--- config.mk ---
export PLATFORM = sky130hd
export DESIGN_NAME = i2s_rx_deserializer_flat
export DESIGN_NICKNAME = d
export VERILOG_FILES = /design/src/rtl/i2s_rx_deserializer_if.sv /design/src/rtl/i2s_rx_deserializer.sv /design/src/flat_wrapper.sv
export SDC_FILE = /design/constraint.sdc
export NUM_CORES = 1
export LEC_CHECK = 0
export CORE_MARGIN = 10
export CORE_UTILIZATION = 25
export DETAILED_ROUTE_END_ITERATION = 6
export DONT_BUFFER_PORTS = 1
export PLACE_DENSITY_LB_ADDON = 0.3
export SYNTH_ARGS = -nofsm -noshare
export SYNTH_HDL_FRONTEND = slang
export SYNTH_SLANG_ARGS = --single-unit
export TNS_END_PERCENT = 100
--- constraint.sdc ---
create_clock -name clk -period 4.5 [get_ports clk]
set_input_delay 1.35 -clock clk [delete_from_list [all_inputs] [get_ports clk]]
set_output_delay 1.35 -clock clk [all_outputs]
set_load 0.005 [all_outputs]
--- src/rtl/i2s_rx_deserializer_if.sv ---
// rtl/i2s_rx_deserializer_if.sv - I2S serial inputs and decoded L/R sample outputs (mono_q with I2S_MONO_MIX_EN)
interface i2s_rx_deserializer_if #(
    parameter int BIT_WIDTH = 24
);
    logic                        i2s_bclk;
    logic                        i2s_lrclk;
    logic                        i2s_sdata;
    logic signed [BIT_WIDTH-1:0] left_q;
    logic signed [BIT_WIDTH-1:0] right_q;
    logic                        sample_valid;
    logic                        frame_err;
`ifdef I2S_MONO_MIX_EN
    logic signed [BIT_WIDTH-1:0] mono_q;

    modport master (
        output i2s_bclk, i2s_lrclk, i2s_sdata,
        input  left_q, right_q, sample_valid, frame_err, mono_q
    );
    modport slave (
        input  i2s_bclk, i2s_lrclk, i2s_sdata,
        output left_q, right_q, sample_valid, frame_err, mono_q
    );
`else
    modport master (
        output i2s_bclk, i2s_lrclk, i2s_sdata,
        input  left_q, right_q, sample_valid, frame_err
    );
    modport slave (
        input  i2s_bclk, i2s_lrclk, i2s_sdata,
        output left_q, right_q, sample_valid, frame_err
    );
`endif
endinterface

--- src/rtl/i2s_rx_deserializer.sv ---
// rtl/i2s_rx_deserializer.sv - oversampling I2S receiver producing paired L/R samples; optional mono mix via I2S_MONO_MIX_EN
module i2s_rx_deserializer #(
    parameter int BIT_WIDTH   = 24,
    parameter int RANGE       = BIT_WIDTH - 1,
    parameter int SLOT_WIDTH  = 32,
    parameter int SYNC_STAGES = 2
) (
    input  logic                  clk,
    input  logic                  reset_n,
    i2s_rx_deserializer_if.slave  bus
);

    localparam int CW = $clog2(SLOT_WIDTH + 1);
    localparam logic [CW-1:0] LAST_BIT  = CW'(BIT_WIDTH - 1);
    localparam logic [CW-1:0] LAST_SLOT = CW'(SLOT_WIDTH - 1);

    typedef enum logic [1:0] {
        IDLE  = 2'd0,
        SHIFT = 2'd1,
        PAD   = 2'd2
    } state_t;

    logic [1:0]             rst_sync;
    logic                   rst_n;
    logic [SYNC_STAGES-1:0] bclk_sync;
    logic [SYNC_STAGES-1:0] lr_sync;
    logic [SYNC_STAGES-1:0] sd_sync;
    logic                   bclk_s;
    logic                   lr_s;
    logic                   sd_s;
    logic                   bclk_prev;
    logic                   lr_prev;
    logic                   ev;
    logic                   lr_chg;

    state_t                 state;
    state_t                 state_nxt;
    logic                   start;
    logic                   shift_en;
    logic                   cnt_inc;
    logic                   word_done;
    logic                   err;

    logic [CW-1:0]          bit_cnt;
    logic                   chan;
    logic [RANGE-1:0]       shift_reg;
    logic [RANGE:0]         word;
    logic [RANGE:0]         hold;
    logic                   left_ok;

    // Reset asserts immediately but releases only on a clock edge
    always_ff @(posedge clk or negedge reset_n) begin
        if (!reset_n) rst_sync <= 2'b00;
        else          rst_sync <= {rst_sync[0], 1'b1};
    end
    assign rst_n = rst_sync[1];

    // Bring the asynchronous I2S lines into the clk domain
    always_ff @(posedge clk or negedge rst_n) begin
        if (!rst_n) begin
            bclk_sync <= '0;
            lr_sync   <= '0;
            sd_sync   <= '0;
            bclk_prev <= 1'b0;
        end else begin
            bclk_sync <= {bclk_sync[SYNC_STAGES-2:0], bus.i2s_bclk};
            lr_sync   <= {lr_sync[SYNC_STAGES-2:0], bus.i2s_lrclk};
            sd_sync   <= {sd_sync[SYNC_STAGES-2:0], bus.i2s_sdata};
            bclk_prev <= bclk_s;
        end
    end

    assign bclk_s = bclk_sync[SYNC_STAGES-1];
    assign lr_s   = lr_sync[SYNC_STAGES-1];
    assign sd_s   = sd_sync[SYNC_STAGES-1];
    assign ev     = bclk_s & ~bclk_prev;
    assign lr_chg = ev & (lr_s ^ lr_prev);
    assign word   = {shift_reg, sd_s};

    // FSM state register
    always_ff @(posedge clk or negedge rst_n) begin
        if (!rst_n) state <= IDLE;
        else        state <= state_nxt;
    end

    // Next-state: only a left-slot start leaves IDLE so pairs always begin with L
    always_comb begin
        state_nxt = state;
        case (state)
            IDLE:    if (lr_chg && !lr_s) state_nxt = SHIFT;
            SHIFT:   if (lr_chg)          state_nxt = SHIFT;
                     else if (word_done)  state_nxt = PAD;
            PAD:     if (lr_chg)          state_nxt = SHIFT;
                     else if (err)        state_nxt = IDLE;
            default:                      state_nxt = IDLE;
        endcase
    end

    // Per-event control strobes for the datapath
    always_comb begin
        start     = 1'b0;
        shift_en  = 1'b0;
        cnt_inc   = 1'b0;
        word_done = 1'b0;
        err       = 1'b0;
        case (state)
            IDLE: begin
                if (lr_chg && !lr_s) start = 1'b1;
            end
            SHIFT: begin
                if (lr_chg) begin
                    err   = 1'b1;
                    start = 1'b1;
                end else if (ev) begin
                    shift_en  = 1'b1;
                    cnt_inc   = 1'b1;
                    word_done = (bit_cnt == LAST_BIT);
                end
            end
            PAD: begin
                if (lr_chg) begin
                    start = 1'b1;
                end else if (ev) begin
                    cnt_inc = 1'b1;
                    err     = (bit_cnt == LAST_SLOT);
                end
            end
            default: ;
        endcase
    end

    // Bit counter, channel tag and shift register
    always_ff @(posedge clk or negedge rst_n) begin
        if (!rst_n) begin
            lr_prev   <= 1'b0;
            bit_cnt   <= '0;
            chan      <= 1'b0;
            shift_reg <= '0;
        end else begin
            if (ev) lr_prev <= lr_s;
            if (start) begin
                bit_cnt   <= '0;
                chan      <= lr_s;
                shift_reg <= '0;
            end else begin
                if (cnt_inc)  bit_cnt   <= bit_cnt + 1'b1;
                if (shift_en) shift_reg <= word[RANGE-1:0];
            end
        end
    end

    // Pair assembly and output registers; errors drop any half-built pair
    always_ff @(posedge clk or negedge rst_n) begin
        if (!rst_n) begin
            hold             <= '0;
            left_ok          <= 1'b0;
            bus.left_q       <= '0;
            bus.right_q      <= '0;
            bus.sample_valid <= 1'b0;
            bus.frame_err    <= 1'b0;
`ifdef I2S_MONO_MIX_EN
            bus.mono_q       <= '0;
`endif
        end else begin
            bus.sample_valid <= 1'b0;
            bus.frame_err    <= err;
            if (err) begin
                left_ok <= 1'b0;
            end else if (word_done) begin
                if (!chan) begin
                    hold    <= word;
                    left_ok <= 1'b1;
                end else if (left_ok) begin
                    bus.left_q       <= hold;
                    bus.right_q      <= word;
                    bus.sample_valid <= 1'b1;
                    left_ok          <= 1'b0;
`ifdef I2S_MONO_MIX_EN
                    bus.mono_q <= BIT_WIDTH'({hold[RANGE], hold[RANGE], hold[RANGE:1]}
                                           + {word[RANGE], word[RANGE], word[RANGE:1]});
`endif
                end
            end
        end
    end

endmodule

--- src/flat_wrapper.sv ---
// flat-port wrapper written by rule: the top's interface ports become plain ports
module i2s_rx_deserializer_flat 
#(
    parameter int BIT_WIDTH   = 24,
    parameter int RANGE       = BIT_WIDTH - 1,
    parameter int SLOT_WIDTH  = 32,
    parameter int SYNC_STAGES = 2
)
  (clk, reset_n, bus_i2s_bclk, bus_i2s_lrclk, bus_i2s_sdata, bus_left_q, bus_right_q, bus_sample_valid, bus_frame_err);
  i2s_rx_deserializer_if #(.BIT_WIDTH(BIT_WIDTH)) bus_i ();
  input  logic clk;
  input  logic reset_n;
  input wire logic [$bits(bus_i.i2s_bclk)-1:0] bus_i2s_bclk;
  input wire logic [$bits(bus_i.i2s_lrclk)-1:0] bus_i2s_lrclk;
  input wire logic [$bits(bus_i.i2s_sdata)-1:0] bus_i2s_sdata;
  output wire logic [$bits(bus_i.left_q)-1:0] bus_left_q;
  output wire logic [$bits(bus_i.right_q)-1:0] bus_right_q;
  output wire logic [$bits(bus_i.sample_valid)-1:0] bus_sample_valid;
  output wire logic [$bits(bus_i.frame_err)-1:0] bus_frame_err;
  assign bus_i.i2s_bclk = bus_i2s_bclk;
  assign bus_i.i2s_lrclk = bus_i2s_lrclk;
  assign bus_i.i2s_sdata = bus_i2s_sdata;
  assign bus_left_q = bus_i.left_q;
  assign bus_right_q = bus_i.right_q;
  assign bus_sample_valid = bus_i.sample_valid;
  assign bus_frame_err = bus_i.frame_err;
  i2s_rx_deserializer #(.BIT_WIDTH(BIT_WIDTH), .RANGE(RANGE), .SLOT_WIDTH(SLOT_WIDTH), .SYNC_STAGES(SYNC_STAGES)) u_core (.clk(clk), .reset_n(reset_n), .bus(bus_i));
endmodule
==> impl_metrics.csv, run 1 <==
group,metric,value,unit
run_status,status,"complete, no violations",
power,leakage,2.58,nW
hold_path,hp-start,"u_core.sd_sync[0]",
worst_setup_path,worst_setup_path_start_kind,"register",
logic_synthesis,syn_area_per_cell,15.4,sq um
logic_synthesis,yosysSeqAreaShare,65.3,%
worst_setup_path,crit_type,"register to register",
logic_synthesis,netlist_instances,292,
cts,root_buffer,"clkbuf_16",
cts,cts_setup_buffers,0,
finish,area_growth,19.4,%
route,drt_iter0_drc,100,
route,ant_nets,0,
route,wl_per_cell,16.5,microns
worst_setup_path,critPathArrivalTime,3.01,ns
timing,worst_pin_slew,0.981,ns
cts,numCtsBuffers,17,
finish,layout-drive-gt1-share,34.2,%
global_route,grt_pass1_wl,14.8,mm
cts,cts.sink_count,117,
timing,fin_crit,2.71,ns
floorplanning,die_x,154,microns
cts,clk-insertion-delay-late,0.41,ns
worst_setup_path,r2r-end,"u_core.bus.left_q[14]",
timing,setup_viol,0,
placement,dp_hpwl,5.69,mm
timing,fin_skew,0.00886,ns
logic_synthesis,synth-edff-count,0,
floorplanning,boundaryPins,55,
cts,cts_hold_buffers,0,
timing,slew_headroom,34.6,%
hold_path,hold_path_depth,0,
worst_setup_path,r2r-start,"u_core.state[1]",
worst_setup_path,setup.worst_path.end_class,"register",
floorplanning,start_util,25.8,%
global_route,gr-usage-all-layers,7.93,%
logic_synthesis,synthArstFlopShare,100,%
logic_synthesis,ys_warn_count,0,
placement,io_buffers,0,
finish,largest_registers,"u_core.bus.left_q: 24 flops, u_core.bus.right_q: 24 flops, u_core.hold: 24 flops",
timing,drv_slew,0,
cts,cts_tree,"done",
worst_setup_path,cp.required,4.79,ns
logic_synthesis,synth_top_area_share,65.3,%
global_route,gr-total-overflow,0,
finish,post-route-util,30.7,%
timing,tns,0,ns
placement,place_congestion,0.712,
timing,fmax,0.368,GHz
timing,final_hold_viol_count,0,
power,finalPower,2.77,mW
worst_setup_path,rrSetupSlack,1.79,ns
logic_synthesis,yosys.cell_types.count,33,
cts,clk_pin_slew,0.05,ns
flow_run,maxCapViolations,0,
route,vias,2345,
power,power_density,517,nW/um^2
logic_synthesis,synth_top_flop_cell,"dfrtp_1",
global_route,antenna_found_initial,0,
route,via_per_inst,4.33,
floorplanning,core_region_area,17400,sq um
route,wirelength,8.91,mm
floorplanning,core.rowCount,48,
finish,final_cells,541,
logic_synthesis,synth_common_cells,"dfrtp_1 (117), mux2_2 (64), a22o_1 (23)",
logic_synthesis,ys_top_cells_by_area,"dfrtp_1 (65%), mux2_2 (16%), a22o_1 (4.5%)",
finish,antenna_cells,0,
route,drc,0,
finish,fin_nets,313,
floorplanning,die_y,154,microns
logic_synthesis,yosys_register_bits,117,
logic_synthesis,synth_most_common_cell,"dfrtp_1",
floorplanning,die_area,23700,sq um
logic_synthesis,synth_area,4490,sq um
cts,clockBufferDepth,2,
global_route,first_global_vias,2483,
cts,post_cts_resized,0,
timing,rsz0062_at_grt,"false",
hold_path,min_to,"u_core.sd_sync[1]",
worst_setup_path,path_max_fanout,25,
logic_synthesis,syn_nets,302,
timing,period_share,60.3,%
hold_path,hold_path.class,"register to register",
logic_synthesis,yosysTopAreaCell,"dfrtp_1",
worst_setup_path,timing.reg2reg.worst_path_depth,9,
route,dr.pass1.iters,4,
cts,cts_max_level,4,
global_route,grt_max_degree,77,
placement,place_inst,509,
power,max-vdd-ir-drop,0.320,mV
==> layout by cell type (no fill, tap or decap), drive strengths merged <==
cell,netlist,final
dfrtp,117,117
mux2,74,74
a22o,23,23
clkbuf,2,19
nor2,15,15
nand2,7,7
inv,6,6
clkinv,0,6
ha,5,5
o21ai,4,4
a21oi,4,4
bufinv,0,4
buf,10,4
nor3,4,4
xor2,4,4
xnor2,3,3
clkinvlp,0,3
nand4,2,2
nand3,2,2
nand2b,1,1
nand3b,1,1
nand4b,1,1
a32o,1,1
o31ai,1,1
a41oi,1,1
or4,1,1
nor4,1,1
o22ai,1,1
conb,1,1
==> final cells by class <==
| class | count | area (sq um) |
|---|---|---|
| fill | 1743 | 12100 |
| sequential | 117 | 2930 |
| multi-input combinational | 157 | 1460 |
| clock buffer | 19 | 453 |
| tap | 225 | 282 |
| clock inverter | 13 | 180 |
| timing repair buffer | 4 | 30.0 |
| inverter | 6 | 22.5 |
==> kinds of logic (layout without fill, tap and decap cells) <==
kind of cell | after synthesis | after routing | synth area share (%)
xor gates and xnor gates | 7 | 7 | 1.53
and+or+nand+nor | 35 | 35 | 4.69
other | 1 | 1 | 0.0836
AOI/OAI and AO/OA | 35 | 35 | 6.11
muxes | 74 | 74 | 18.6
DFF | 117 | 117 | 65.3
buffers and inverters | 18 | 42 | 2.34
adders and majority gates | 5 | 5 | 1.39
==> worst max path at each step <==
stage	start	end	slack, ns
3_5_place_dp	u_core.state[1]	u_core.bus.right_q[15]	1.74
5_1_grt	u_core.state[1]	u_core.bus.right_q[18]	1.54
4_1_cts	u_core.state[1]	u_core.bus.left_q[21]	1.72
2_1_floorplan	u_core.rst_sync[1]	u_core.bclk_prev	1.0
6_report	u_core.state[1]	u_core.bus.left_q[14]	1.79
3_3_place_gp	u_core.state[1]	u_core.bus.left_q[15]	1.82
==> per-stage QoR <==
step | hold slack (ns) | setup WS (ns) | instance area, sq um
2_1_floorplan | 0.331 | 0.999 | 4490
3_3_place_gp | 0.336 | 1.82 | 4720
3_5_place_dp | 0.335 | 1.74 | 4720
4_1_cts | 0.347 | 1.72 | 5350
5_1_grt | 0.358 | 1.54 | 5350
6_report | 0.346 | 1.79 | 5350
==> power by group <==
| group | internal, mW | switching [mW] | total [mW] | leakage (nW) |
|---|---|---|---|---|
| registers | 1.09 | 0.0516 | 1.14 | 1.60 |
| logic | 0.0730 | 0.116 | 0.189 | 0.666 |
| clock network | 0.952 | 0.482 | 1.43 | 0.305 |
| total | 2.12 | 0.650 | 2.77 | 2.58 |
==> layer usage <==
metal  up-vias  track usage, %  share of wire, %
met1      1219            9.34                45
met4         0            3.64               1.4
met3        12            4.57               8.2
li1       1064               -                 -
met5         -               0                 0
met2        50            11.3                46
==> critical path: stages, from the launching register on <==
cell,delay [ns]
dfrtp_1,0.41
inv_1,0.09
ha_1,0.22
inv_1,0.12
nor3_4,0.18
buf_4,0.31
nand2_4,0.12
nor2_4,0.41
buf_4,0.35
mux2_2,0.36
No activity file was read; power rests on OpenSTA's default activity.
==> run 2: changes to the inputs <==
- clock period: 4.5 -> 2.3 ns (I/O delays scaled with it)
==> run 2 against run 1 <==
Sequential power up 96%; cell area grew 1.7%; clock power increased by 92%; hold slack worse by 0.052 ns; clock-buffer cell count grew 4; critical endpoint is now u_core.bus.right_q[17]; highest routed layer unchanged.
==> impl_metrics.csv, run 2 (same netlist as run 1, synthesis figures left out) <==
group,metric,value,unit
run_status,status,"complete, no violations",
cts,numCtsBuffers,17,
floorplanning,die_area,23700,sq um
worst_setup_path,setup.worst_path.end_class,"register",
finish,final_common_cell,"dfrtp_1",
route,vias,2347,
power,switchingPower,1.20,mW
power,leakage,2.62,nW
worst_setup_path,r2r-end,"u_core.bus.right_q[17]",
finish,design_area,5450,sq um
worst_setup_path,worst_setup_path_start_kind,"register",
finish,layout-drive-gt1-share,34.3,%
timing,fin_crit,2.06,ns
timing,final_hold_viol_count,0,
worst_setup_path,path_max_fanout,35,
timing,drv_slew,0,
flow_run,maxCapViolations,0,
floorplanning,die_y,154,microns
timing,slew_headroom,65.6,%
finish,fin_nets,321,
timing,rsz0062_at_grt,"false",
placement,dp_hpwl,6.15,mm
floorplanning,boundaryPins,55,
global_route,grt_pass1_wl,14.4,mm
global_route,gr-usage-all-layers,7.59,%
route,wirelength,8.71,mm
cts,clockBufferDepth,2,
worst_setup_path,path_buf_inv,3,
route,ant_nets,0,
cts,cts_setup_buffers,0,
power,p_comb_share,7.4,%
finish,largest_registers,"u_core.bus.left_q: 24 flops, u_core.bus.right_q: 24 flops, u_core.hold: 24 flops",
timing,worst_pin_slew,0.515,ns
worst_setup_path,crit_chain,"inv_1 -> ha_1 -> inv_1 -> nor3_4 -> nand2_4 -> nor2_4 -> buf_12 -> mux2_2",
global_route,antenna_found_initial,0,
cts,clk_pin_slew,0.06,ns
cts,cts_tree,"done",
cts,root_buffer,"clkbuf_16",
route,via_per_inst,4.28,
worst_setup_path,crit_path_frequent_cell,"inv_1",
worst_setup_path,critPathArrivalTime,2.34,ns
power,max-vdd-ir-drop,0.492,mV
floorplanning,core.rowCount,48,
placement,place_inst,516,
worst_setup_path,r2r-start,"u_core.state[1]",
worst_setup_path,cp.required,2.57,ns
global_route,first_global_vias,2505,
timing,setup_viol,0,
power,intPower,4.16,mW
power,switching_share,22.4,%
worst_setup_path,crit_type,"register to register",
global_route,gr-total-overflow,0,
route,drt_iter0_drc,73,
power,p_clk_share,51.0,%
worst_setup_path,slowest_stage,"dfrtp_1",
finish,area_growth,21.4,%
timing,period_share,89.7,%
global_route,grt_max_degree,38,
floorplanning,core_region_area,17400,sq um
timing,tns,0,ns
finish,antenna_cells,0,
power,p_seq_share,41.6,%
worst_setup_path,crit_family,"simple AND/OR/NAND/NOR gates",
hold_path,hold_path.class,"register to asynchronous set/reset pin",
floorplanning,start_util,25.8,%
worst_setup_path,rrSetupSlack,0.24,ns
placement,io_buffers,0,
cts,clk-insertion-delay-late,0.40,ns
cts,cts.sink_count,117,
worst_setup_path,timing.reg2reg.worst_path_depth,8,
cts,cts_max_level,4,
placement,place_area,4810,sq um
power,power_density,985,nW/um^2
timing,fin_skew,0.0138,ns
route,wl_per_cell,15.9,microns
placement,place_congestion,0.772,
worst_setup_path,worstSetupStartpoint,"u_core.state[1]",
finish,final_cells,549,
floorplanning,die_x,154,microns
route,dr.pass1.iters,4,
worst_setup_path,cpPeakStageDelay,0.40,ns
timing,fmax,0.485,GHz
route,drc,0,
finish,layout_common_cells,"dfrtp_1 (116), mux2_2 (64), a22o_1 (23)",
-- run 2: cell count changes in the layout (fill, tap and decap cells not counted), sizes merged --
cell and delta:
buf +7, clkbuf +4, clkinv -2, clkinvlp -2, dlygate4sd3 +1
-- run 2: worst max-delay path by stage --
| stage | slack (ns) | endpoint | cells after the start |
|---|---|---|---|
| 6_report | 0.24 | u_core.bus.right_q[17] | 8 |
| 5_1_grt | 0.06 | u_core.bus.right_q[23] | 8 |
| 4_1_cts | 0.08 | u_core.shift_reg[18] | 5 |
| 3_5_place_dp | 0.10 | u_core.shift_reg[18] | 7 |
| 3_3_place_gp | 0.24 | u_core.shift_reg[21] | 5 |
| 2_1_floorplan | 0.25 | u_core.bus.right_q[10] | 9 |
-- run 2: timing repair --
action,CTS,global route
endpoints found under the setup margin,0,23
hold buffers,1,0
hold endpoints to repair,2,0
gates resized for setup,0,1
-- run 2: cell type report --
class,count,area [sq um]
Tap cell,225,282
Fill cell,1721,12000
Timing Repair Buffer,12,130
Sequential cell,117,2930
Clock buffer,23,468
Inverter,6,22.5
Multi-Input combinational cell,157,1460
Clock inverter,9,151
-- run 2: power by group through the flow --
stage	sequential (mW)	clock, mW	combinational [mW]
finish	2.23	2.74	0.398
CTS	2.23	2.81	0.403
global placement	2.26	0	0.378
floorplan	2.26	0	0.295
detailed placement	2.26	0	0.400
global route	2.24	2.91	0.454
-- run 2: metrics by stage --
step | total power [mW] | utilization, % | setup slack [ns] | hold slack, ns
after floorplan | 2.55 | - | 0.251 | 0.331
after global routing | 5.61 | 31.3 | 0.0648 | 0.288
after global placement | 2.64 | 27.6 | 0.245 | 0.304
after CTS | 5.44 | 31.2 | 0.0800 | 0.292
final | 5.36 | 31.3 | 0.238 | 0.294
after detailed placement | 2.66 | 27.6 | 0.102 | 0.319
-- run 2: metal layers --
layer	share of wire [%]	global-route usage (%)	vias up	wire length (microns)
met5	0	0	-	0
li1	-	-	1083	-
met4	0.53	2.83	0	46
met3	8.5	4.07	6	740
met2	46	11.2	50	4030
met1	45	9.14	1208	3890
-- run 2: worst reg2reg max path, cell delays in order, from the launching register on --
cell	delay, ns
dfrtp_1	0.40
inv_1	0.09
ha_1	0.23
inv_1	0.12
nor3_4	0.24
nand2_4	0.10
nor2_4	0.15
buf_12	0.22
mux2_2	0.38
==> run 3: changes to the inputs <==
- CELL_PAD_IN_SITES_DETAIL_PLACEMENT: unset -> 2
- CELL_PAD_IN_SITES_GLOBAL_PLACEMENT: unset -> 2
- CORE_MARGIN: 10 -> unset
- HOLD_SLACK_MARGIN: unset -> 0.08
==> run 3 against run 2 <==
Combinational power up 5.5%; sequential power barely moved; power about the same; via count increased by 4.5%; hold slack gained 0.0068 ns; critical path depth unchanged; die area fell by 22%; clock power is essentially flat; sequential share of layout area increased by 0.29 points; global-route usage up 4.0 points; wire length up 9.2%; final cell count shrank 0.55%; largest cell class unchanged; largest power group unchanged.
==> impl_metrics.csv, run 3 (same netlist as run 1, synthesis figures left out) <==
group,metric,value,unit
worst_setup_path,path_buf_inv,3,
placement,place_area,4800,sq um
flow_run,maxCapViolations,0,
route,met3WireLength,550,microns
cts,clk-insertion-delay-late,0.41,ns
cts,clockBufferDepth,2,
timing,worst_pin_slew,0.619,ns
global_route,gr-usage-all-layers,11.6,%
power,p_comb_share,7.8,%
floorplanning,die_x,136,microns
worst_setup_path,crit_type,"register to register",
finish,design_area,5420,sq um
route,dr.pass1.iters,4,
hold_path,hold_path.class,"register to asynchronous set/reset pin",
timing,final_hold_viol_count,0,
power,switchingPower,1.31,mW
floorplanning,die_area,18500,sq um
cts,cts_max_level,4,
route,wl_per_cell,17.4,microns
finish,area_growth,20.8,%
worst_setup_path,crit_path_frequent_cell,"inv_1",
route,top_layer,"met4",
finish,largest_registers,"u_core.bus.left_q: 24 flops, u_core.bus.right_q: 24 flops, u_core.hold: 24 flops",
run_status,status,"complete, no violations",
finish,seqCellArea,2930,sq um
finish,post-route-util,31.1,%
route,drc,0,
finish,layout_common_cells,"dfrtp_1 (116), mux2_2 (64), a22o_1 (23)",
global_route,gr-total-overflow,0,
placement,dp_hpwl,6.08,mm
power,leakage,2.60,nW
power,finalPower,5.36,mW
global_route,first_global_vias,2808,
worst_setup_path,slowest_stage,"dfrtp_1",
timing,fmax,0.464,GHz
route,wl_met1,3.91,mm
placement,io_buffers,0,
worst_setup_path,cpPeakStageDelay,0.41,ns
power,power_density,990,nW/um^2
timing,final.setup.worst_slack,0.145,ns
route,wirelength,9.51,mm
route,vias,2453,
worst_setup_path,setup.worst_path.end_class,"register",
timing,drv_slew,0,
floorplanning,core_region_area,17400,sq um
timing,period_share,93.7,%
route,wl_met2,4.90,mm
placement,dp_slack,0.0212,ns
power,intPower,4.05,mW
finish,antenna_cells,0,
floorplanning,start_util,25.8,%
power,p_clk_share,50.6,%
cts,cts_setup_buffers,0,
floorplanning,die_y,136,microns
global_route,grt_pass1_wl,15.6,mm
timing,slew_headroom,58.6,%
power,switching_share,24.4,%
timing,setup_viol,0,
power,p_seq_share,41.5,%
cts,clk_pin_slew,0.06,ns
worst_setup_path,crit_chain,"inv_1 -> ha_1 -> inv_1 -> nor3_4 -> nand2_4 -> nor2_4 -> buf_12 -> mux2_2",
global_route,grt_max_degree,45,
cts,cts_tree,"done",
worst_setup_path,path_max_fanout,34,
cts,numCtsBuffers,17,
global_route,antenna_found_initial,0,
timing,finalHoldWorstSlack,0.301,ns
worst_setup_path,cp.required,2.59,ns
finish,final_common_cell,"dfrtp_1",
finish,n_fill_cell,1799,
timing,fin_crit,2.16,ns
finish,fin_nets,319,
timing,tns,0,ns
placement,place_inst,514,
route,drt_iter0_drc,77,
finish,final_cells,546,
route,ant_nets,0,
cts,cts.sink_count,117,
cts,root_buffer,"clkbuf_16",
worst_setup_path,crit_family,"simple AND/OR/NAND/NOR gates",
timing,rsz0062_at_grt,"false",
worst_setup_path,critPathArrivalTime,2.44,ns
timing,fin_skew,0.00860,ns
floorplanning,core.rowCount,48,
power,max-vdd-ir-drop,0.511,mV
finish,multi_input_comb_area,1460,sq um
worst_setup_path,worst_setup_path_start_kind,"register",
finish,layout-drive-gt1-share,34.6,%
placement,place_congestion,0.782,
floorplanning,boundaryPins,55,
route,via_per_inst,4.49,
## run 3: power by group through the flow
| stage | Clock, mW | Sequential (mW) | Combinational [mW] |
|---|---|---|---|
| floorplan | 0 | 2.26 | 0.295 |
| global placement | 0 | 2.26 | 0.408 |
| detailed placement | 0 | 2.27 | 0.421 |
| CTS | 2.82 | 2.23 | 0.429 |
| global route | 2.90 | 2.24 | 0.475 |
| finish | 2.71 | 2.23 | 0.420 |
## run 3: what timing repair did
item / CTS / global route
gates resized for setup: 1 / 0
pin swaps: 0 / 1
endpoints found under the setup margin: 23 / 9
hold buffers: 1 / 0
hold endpoints to repair: 2 / 0
## run 3: final timing paths
kind | cells past startpoint | slack [ns] | from | endpoint
max | 8 | 0.14 | u_core.state[1] | u_core.bus.right_q[18]
min | 0 | 0.30 | u_core.rst_sync[1] | u_core.lr_sync[1]
max reg2reg | 8 | 0.14 | u_core.state[1] | u_core.bus.right_q[18]
min reg2reg | 0 | 0.30 | u_core.rst_sync[1] | u_core.lr_sync[1]
max in group asynchronous | 1 | 1.38 | u_core.rst_sync[1] | u_core.bus.left_q[14]
min in group clk | 0 | 0.31 | bus_i2s_lrclk | u_core.lr_sync[0]
## run 3: worst register-to-register path, delay by kind of cell (launching register included)
family        cells  cell delay (ns)
simple gates      3             0.56
buf+inv           3             0.44
flops             1             0.41
mux               1             0.39
fa+ha+maj         1             0.24
## run 3: routing by layer
metal	GRT usage, %	vias to the layer above
met3	5.00	10
met4	5.93	0
met1	12.9	1317
li1	-	1076
met5	0	-
met2	18.8	50
## run 3: layout make-up
| type | instances | area share (%) |
|---|---|---|
| clock inverter | 11 | 2.75 |
| multi-input combinational | 157 | 27.0 |
| tap | 225 | 5.20 |
| clock buffer | 20 | 8.43 |
| timing repair buffer | 10 | 2.13 |
| sequential | 117 | 54.1 |
| inverter | 6 | 0.416 |
